### src/rtl/compare_block3_sched_pkg.sv
// ============================================================================
// Module      : compare_block3_sched_pkg
// Description : Shared constants, state encoding and helpers for the
//               max-pool/binarize compare-stage sequencer.
// Revision    : 1.0 - initial release
// ============================================================================
`default_nettype none

package compare_block3_sched_pkg;

    localparam int THR_W   = 24;
    localparam int WIN_DW  = 56;
    localparam int MEM_LAT = 1;
    localparam int CMP_LAT = 2;
    localparam int RES_LAT = MEM_LAT + CMP_LAT;

    typedef enum logic [2:0] {
        IDLE    = 3'd0,
        THR_RD  = 3'd1,
        THR_CAP = 3'd2,
        THR_LD  = 3'd3,
        ISSUE   = 3'd4,
        DRAIN   = 3'd5,
        OUT     = 3'd6,
        DONE    = 3'd7
    } sched_state_t;

    // Index width that stays legal (>= 1 bit) for single-entry ranges.
    function automatic int idx_w(input int n);
        return (n > 1) ? $clog2(n) : 1;
    endfunction

endpackage

`default_nettype wire

### src/rtl/compare_block3_sched_cmp_bit_packer.sv
// ============================================================================
// Module      : cmp_bit_packer
// Description : Assembles compare result bits LSB-first into PACK_W-bit
//               words and holds each word on a valid/ready output port.
// Revision    : 1.0 - initial release
// ============================================================================
`default_nettype none

module cmp_bit_packer #(
    parameter int PACK_W = 8,
    parameter int CH_W   = 4
) (
    input  logic              clk,
    input  logic              rst,
    input  logic              grp_clr,
    input  logic              res_valid,
    input  logic              res_bit,
    input  logic              word_send,
    input  logic              word_last,
    input  logic [CH_W-1:0]   word_ch,
    input  logic              out_ready,
    output logic              out_valid,
    output logic [PACK_W-1:0] out_data,
    output logic [CH_W-1:0]   out_ch,
    output logic              out_last,
    output logic              xfer
);

    localparam int c_IDX_W = $clog2(PACK_W + 1);

    logic [PACK_W-1:0]  r_word;
    logic [PACK_W-1:0]  w_word_nxt;
    logic [c_IDX_W-1:0] r_idx;
    logic               r_valid;
    logic [PACK_W-1:0]  r_data;
    logic [CH_W-1:0]    r_ch;
    logic               r_last;

    // The bit arriving on the send cycle belongs to the word being sent.
    always_comb begin
        w_word_nxt = r_word;
        if (res_valid) begin
            for (int i = 0; i < PACK_W; i++) begin
                if (r_idx == c_IDX_W'(i)) begin
                    w_word_nxt[i] = res_bit;
                end
            end
        end
    end

    always_ff @(posedge clk or posedge rst) begin
        if (rst) begin
            r_word  <= '0;
            r_idx   <= '0;
            r_valid <= 1'b0;
            r_data  <= '0;
            r_ch    <= '0;
            r_last  <= 1'b0;
        end else begin
            if (grp_clr || word_send) begin
                r_word <= '0;
                r_idx  <= '0;
            end else if (res_valid) begin
                r_word <= w_word_nxt;
                r_idx  <= r_idx + 1'b1;
            end

            if (word_send) begin
                r_valid <= 1'b1;
                r_data  <= w_word_nxt;
                r_ch    <= word_ch;
                r_last  <= word_last;
            end else if (xfer) begin
                r_valid <= 1'b0;
            end
        end
    end

    assign out_valid = r_valid;
    assign out_data  = r_data;
    assign out_ch    = r_ch;
    assign out_last  = r_last;
    assign xfer      = r_valid && out_ready;

endmodule

`default_nettype wire

### src/rtl/compare_block3_sched.sv
// ============================================================================
// Module      : compare_block3_sched
// Description : Per-channel threshold fetch/load, window streaming and
//               result packing for the max-pool/binarize compare stage.
//               Optional macro CMP_SCHED_PERF_EN adds perf_stall_cnt.
// Revision    : 1.0 - initial release
// ============================================================================
`default_nettype none

module compare_block3_sched
    import compare_block3_sched_pkg::*;
#(
    parameter int CH_NUM  = 16,
    parameter int WIN_NUM = 32,
    parameter int PACK_W  = 8,
    parameter int WIN_AW  = 10
) (
    input  logic                      clk,
    input  logic                      rst,
    input  logic                      start,
    output logic                      busy,
    output logic                      done,
    output logic                      thr_rd_en,
    output logic [idx_w(CH_NUM)-1:0]  thr_rd_addr,
    input  logic [THR_W-1:0]          thr_rd_data,
    output logic [THR_W-1:0]          thr_out,
    output logic                      thr_load,
    output logic                      win_rd_en,
    output logic [WIN_AW-1:0]         win_rd_addr,
    input  logic [WIN_DW-1:0]         win_rd_data,
    output logic [WIN_DW-1:0]         cmp_data,
    input  logic                      cmp_binary,
    output logic                      out_valid,
    input  logic                      out_ready,
    output logic [PACK_W-1:0]         out_data,
    output logic [idx_w(CH_NUM)-1:0]  out_ch,
    output logic                      out_last
`ifdef CMP_SCHED_PERF_EN
    ,
    output logic [15:0]               perf_stall_cnt
`endif
);

    localparam int c_CH_W = idx_w(CH_NUM);
    localparam int c_WC_W = $clog2(WIN_NUM + 1);
    localparam int c_GC_W = $clog2(PACK_W + 1);

    sched_state_t       r_state;
    sched_state_t       w_state_nxt;
    logic [c_CH_W-1:0]  r_ch;
    logic [c_WC_W-1:0]  r_win_cnt;
    logic [c_GC_W-1:0]  r_grp_cnt;
    logic [WIN_AW-1:0]  r_win_addr;
    logic [THR_W-1:0]   r_thr;
    logic [RES_LAT-1:0] r_res_vld;

    logic w_start_ok;
    logic w_grp_end;
    logic w_chan_end;
    logic w_last_ch;
    logic w_drain_end;
    logic w_xfer;

    assign w_start_ok  = (r_state == IDLE) && start;
    assign w_grp_end   = (r_grp_cnt == c_GC_W'(PACK_W - 1)) ||
                         (r_win_cnt == c_WC_W'(WIN_NUM - 1));
    assign w_chan_end  = (r_win_cnt == c_WC_W'(WIN_NUM));
    assign w_last_ch   = (r_ch == c_CH_W'(CH_NUM - 1));
    // The oldest slot is sampled this cycle, so only younger slots must be empty.
    assign w_drain_end = (r_state == DRAIN) && (r_res_vld[RES_LAT-2:0] == '0);

    always_ff @(posedge clk or posedge rst) begin
        if (rst) begin
            r_state <= IDLE;
        end else begin
            r_state <= w_state_nxt;
        end
    end

    always_comb begin
        w_state_nxt = r_state;
        busy        = (r_state != IDLE);
        done        = 1'b0;
        thr_rd_en   = 1'b0;
        thr_load    = 1'b0;
        win_rd_en   = 1'b0;
        case (r_state)
            IDLE: begin
                if (start) w_state_nxt = THR_RD;
            end
            THR_RD: begin
                thr_rd_en   = 1'b1;
                w_state_nxt = THR_CAP;
            end
            THR_CAP: begin
                w_state_nxt = THR_LD;
            end
            THR_LD: begin
                thr_load    = 1'b1;
                w_state_nxt = ISSUE;
            end
            ISSUE: begin
                win_rd_en = 1'b1;
                if (w_grp_end) w_state_nxt = DRAIN;
            end
            DRAIN: begin
                if (w_drain_end) w_state_nxt = OUT;
            end
            OUT: begin
                if (w_xfer) begin
                    if (!w_chan_end)     w_state_nxt = ISSUE;
                    else if (!w_last_ch) w_state_nxt = THR_RD;
                    else                 w_state_nxt = DONE;
                end
            end
            DONE: begin
                done        = 1'b1;
                w_state_nxt = IDLE;
            end
            default: begin
                w_state_nxt = IDLE;
            end
        endcase
    end

    always_ff @(posedge clk or posedge rst) begin
        if (rst) begin
            r_ch       <= '0;
            r_win_cnt  <= '0;
            r_grp_cnt  <= '0;
            r_win_addr <= '0;
            r_thr      <= '0;
            r_res_vld  <= '0;
        end else begin
            r_res_vld <= {r_res_vld[RES_LAT-2:0], win_rd_en};
            if (w_start_ok) begin
                r_ch       <= '0;
                r_win_cnt  <= '0;
                r_grp_cnt  <= '0;
                r_win_addr <= '0;
            end
            if (r_state == THR_CAP) begin
                r_thr <= thr_rd_data;
            end
            // Channels run back to back, so the window address simply increments.
            if (win_rd_en) begin
                r_win_cnt  <= r_win_cnt + 1'b1;
                r_win_addr <= r_win_addr + 1'b1;
                r_grp_cnt  <= w_grp_end ? '0 : r_grp_cnt + 1'b1;
            end
            if ((r_state == OUT) && w_xfer && w_chan_end && !w_last_ch) begin
                r_win_cnt <= '0;
                r_ch      <= r_ch + 1'b1;
            end
        end
    end

    assign thr_rd_addr = r_ch;
    assign thr_out     = r_thr;
    assign win_rd_addr = r_win_addr;
    assign cmp_data    = win_rd_data;

    cmp_bit_packer #(
        .PACK_W (PACK_W),
        .CH_W   (c_CH_W)
    ) u_packer (
        .clk       (clk),
        .rst       (rst),
        .grp_clr   (w_start_ok),
        .res_valid (r_res_vld[RES_LAT-1]),
        .res_bit   (cmp_binary),
        .word_send (w_drain_end),
        .word_last (w_chan_end),
        .word_ch   (r_ch),
        .out_ready (out_ready),
        .out_valid (out_valid),
        .out_data  (out_data),
        .out_ch    (out_ch),
        .out_last  (out_last),
        .xfer      (w_xfer)
    );

`ifdef CMP_SCHED_PERF_EN
    logic [15:0] r_stall_cnt;

    always_ff @(posedge clk or posedge rst) begin
        if (rst) begin
            r_stall_cnt <= '0;
        end else if (w_start_ok) begin
            r_stall_cnt <= '0;
        end else if (out_valid && !out_ready && (r_stall_cnt != 16'hFFFF)) begin
            r_stall_cnt <= r_stall_cnt + 1'b1;
        end
    end

    assign perf_stall_cnt = r_stall_cnt;
`endif

endmodule

`default_nettype wire

### config.mk
export PLATFORM = sky130hd
export DESIGN_NAME = compare_block3_sched
export DESIGN_NICKNAME = d
export VERILOG_FILES = /design/src/rtl/compare_block3_sched_pkg.sv /design/src/rtl/compare_block3_sched_cmp_bit_packer.sv /design/src/rtl/compare_block3_sched.sv
export SDC_FILE = /design/constraint.sdc
export NUM_CORES = 1
export LEC_CHECK = 0
export CAP_MARGIN = 20
export CORE_MARGIN = 8
export CORE_UTILIZATION = 35
export DETAILED_ROUTE_END_ITERATION = 7
export GPL_ROUTABILITY_DRIVEN = 1
export GPL_TIMING_DRIVEN = 0
export PLACE_DENSITY_LB_ADDON = 0.1
export SYNTH_ARGS = -nofsm -noshare
export SYNTH_HDL_FRONTEND = slang
export SYNTH_SLANG_ARGS = --single-unit
### constraint.sdc
create_clock -name clk -period 2.9 [get_ports clk]
set_input_delay 0.29 -clock clk [delete_from_list [all_inputs] [get_ports clk]]
set_output_delay 0.29 -clock clk [all_outputs]
set_load 0.01 [all_outputs]
==> flow_summary.toml <==
[die]
die_x_um = 123
dieArea_um2 = 15200
fp.dieH_um = 123
start_util = 0.356
ios = 198
core-area_um2 = 11300
rows = 39

[logic_synthesis]
netlist-cell-type-count = 43
synth.net_count = 477
synth_edf_count = 0
synth_area_um2 = 4030
ys_ff_latch = 80
ys.flop_type = "dfrtp_1"
syn_area_per_cell_um2 = 10.5
synthArstFlopShare = 1.00
synth-seq-area-share = 0.497
syn-instance-count = 383
yosysWarnings = 0

[pwr]
powerDensity_nw_per_um2 = 871
ir_worst_vdd_v = 0.000421
p_leak_nw = 2.58
power_mw = 5.16

[timing]
worst_pin_slew_ns = 0.908
final.setup.tns_ns = 0
setup_viol = 0
final_max_slew_viol_count = 0
hold_viol_final = 0
setup_ws_ns = 0.330
fmax_ghz = 0.389
fin_crit_ns = 2.57
finClkSkew_ns = 0.00766
rsz0062_at_grt = "no"
timing.final.crit_share = 0.886
maxSlewHeadroom = 0.394

[setup_path]
regToRegStartpoint = "r_state[2]"
cpMostUsedCell = "clkbuf_1"
crit_slowest_cell = "clkdlybuf4s50_1"
worstSetupPathDepth = 5
r2r_cells = 4
crit_buf_inv = 4
endpoint_kind = "output pin"
required_ns = 2.61
startpoint = "r_state[2]"
crit_type = "flop to output pin"
timing.rr.end = "thr_out[19]"
cp_max_fo = 11
crit_path_end = "win_rd_en"
start_kind = "flop"
crit_chain = "clkbuf_1, or3b_1, clkbuf_1, inv_2, clkdlybuf4s50_1"
arrival_ns = 2.28
slowest_delay_ns = 0.58
cp_top_family = "buffers and inverters"
reg2reg_slack_ns = 0.58

[final_layout]
finish.utilization = 0.523
diodes = 0
n_fill_cell = 1064
nets = 629
drive_above_1_share = 0.194
syn_to_final_growth_pct = 47.0

[cts]
cts-root-buf = "clkbuf_16"
clk_pin_slew_ns = 0.05
cts_resized = 0
clk_latency_ns = 0.33
cts_buffers = 9
postCtsSetupBuffers = 0
cts-hold-fix-buffers = 0
cts_max_level = 3
clock_sinks = 80
cts_tree = "yes"
clk_path_buf_depth = 2

[worst_hold_path]
min_path_type = "input pin to async pin"

[global_routing]
grt_pass1_vias = 3320
grt_use_total = 0.139
antenna_found_initial = 0
grt_max_degree = 44
grt_first_pass_wirelength_um = 16900
grt-ovfl-total = 0
met2_usage = 0.244
use_met1 = 0.159
top_usage_layer = "met2"
met3_usage = 0.0420

[flow_run]
drv_cap = 0

[place]
place_ws_ns = 0.497
numPortBuffers = 140
dp_hpwl_um = 8300
place_congestion = 0.809

[run_status]
status = "finished, final reports clean"

[detailed_routing]
drt-initial-drc-count = 151
drc = 0
dr.pass1.iters = 4
vias = 3183
drt_wl_total_um = 10500
ant_nets = 0
wl_per_cell_um = 15.5
vias_per_cell = 4.68
==> power by group <==
part | total [mW] | leakage (nW) | internal [mW] | switching, mW
Sequential | 1.85 | 1.04 | 1.55 | 0.299
Clock | 1.10 | 0.133 | 0.675 | 0.428
Combinational | 2.20 | 1.41 | 1.18 | 1.02
Total | 5.16 | 2.58 | 3.41 | 1.75
==> cell usage after synthesis (3+ instances only) <==
master	n	share of area
o21ai_1	3	0.0037
nand3b_1	4	0.0074
inv_1	11	0.010
o21ai_0	24	0.030
o21a_1	3	0.0056
clkbuf_1	15	0.014
nor4bb_1	4	0.0099
xor2_1	5	0.011
a21oi_1	4	0.0050
nand2_1	38	0.035
or3_1	3	0.0047
nand4b_1	4	0.0087
dfrtp_1	80	0.50
a31oi_1	3	0.0047
nor3_1	5	0.0062
mux2i_1	14	0.035
nand2b_1	3	0.0047
nor2_1	22	0.020
ha_1	9	0.028
o211ai_1	5	0.0093
buf_4	56	0.10
mux2_2	27	0.075
nand3_1	15	0.019
==> sequential cells by signal, summed over array words and instances, names as in the netlist, 4 cells and up <==
signal,count
u_packer.r_word,8
u_packer.out_ch,4
u_packer.out_data,8
r_grp_cnt,4
thr_out,24
thr_rd_addr,4
win_rd_addr,10
u_packer.r_idx,4
r_win_cnt,6
==> worst min path at each step <==
stage / slack (ns) / end / start / depth (start not counted)
floorplan: 0.35 / r_res_vld[2] / r_res_vld[1] / 0
global placement: 0.36 / r_res_vld[1] / r_res_vld[0] / 0
detailed placement: 0.36 / r_res_vld[1] / r_res_vld[0] / 0
CTS: 0.36 / thr_out[6] / rst / 2
global route: 0.38 / r_res_vld[1] / r_res_vld[0] / 0
finish: 0.35 / thr_out[11] / rst / 2
==> cell families (layout without fill, tap and decap cells) <==
| group | Yosys count | in the layout | share of synthesized area |
|---|---|---|---|
| flip-flops | 80 | 80 | 0.497 |
| multiplexers | 41 | 41 | 0.110 |
| AND/OR/NAND/NOR | 112 | 112 | 0.143 |
| buffers and inverters | 84 | 238 | 0.132 |
| AO/OA/AOI/OAI | 50 | 50 | 0.0745 |
| XOR/XNOR | 7 | 7 | 0.0152 |
| adder cells (fa/ha/maj) | 9 | 9 | 0.0279 |
==> worst reg2reg max path: stages, from the launching register on <==
cell      delay, ns
dfrtp_1        0.35
clkbuf_1       0.16
nor3b_1        0.78
clkbuf_1       0.52
mux2_2         0.40
==> cells in the final DEF, fill, tap and decap left out, drive strengths merged, types with 2 or more instances in the layout <==
cell type	count
buf	58
nand2b	3
a31oi	3
ha	9
inv	12
mux2i	14
a21o	2
nor3b	2
clkdlybuf4s50	140
nor2	22
nand3	15
nor2b	2
dfrtp	80
mux2	27
or3	3
xnor2	2
clkbuf	25
o21ai	28
clkinvlp	2
xor2	5
nand2	38
o21a	3
nand4b	4
and3	2
nor3	5
nand3b	4
a21oi	4
o211ai	5
or3b	2
nor4bb	4
==> cell type report <==
cell class / instances / area [µm²] / share of cell area
Timing Repair Buffer: 141 / 1430 / 0.241
Sequential cell: 80 / 2000 / 0.338
Clock inverter: 3 / 45.0 / 0.00760
Clock buffer: 10 / 239 / 0.0403
Tap cell: 143 / 179 / 0.0302
Buffer: 72 / 488 / 0.0823
Inverter: 12 / 47.5 / 0.00802
Multi-Input combinational cell: 219 / 1500 / 0.253
==> metal layers <==
layer | routed length [µm] | vias up
met5 | 0 | -
met4 | 122 | 0
li1 | - | 1552
met1 | 4010 | 1519
met2 | 5620 | 100
met3 | 773 | 12
==> stage by stage <==
stage / hold WS, ns / std cells / cell area [µm²]
after floorplan: 0.354 / 383 / 4030
after global placement: 0.362 / 666 / 5610
after detailed placement: 0.361 / 667 / 5640
after CTS: 0.362 / 680 / 5930
after global routing: 0.381 / 680 / 5930
final: 0.353 / 680 / 5930
(Power assumes the default switching activity.)
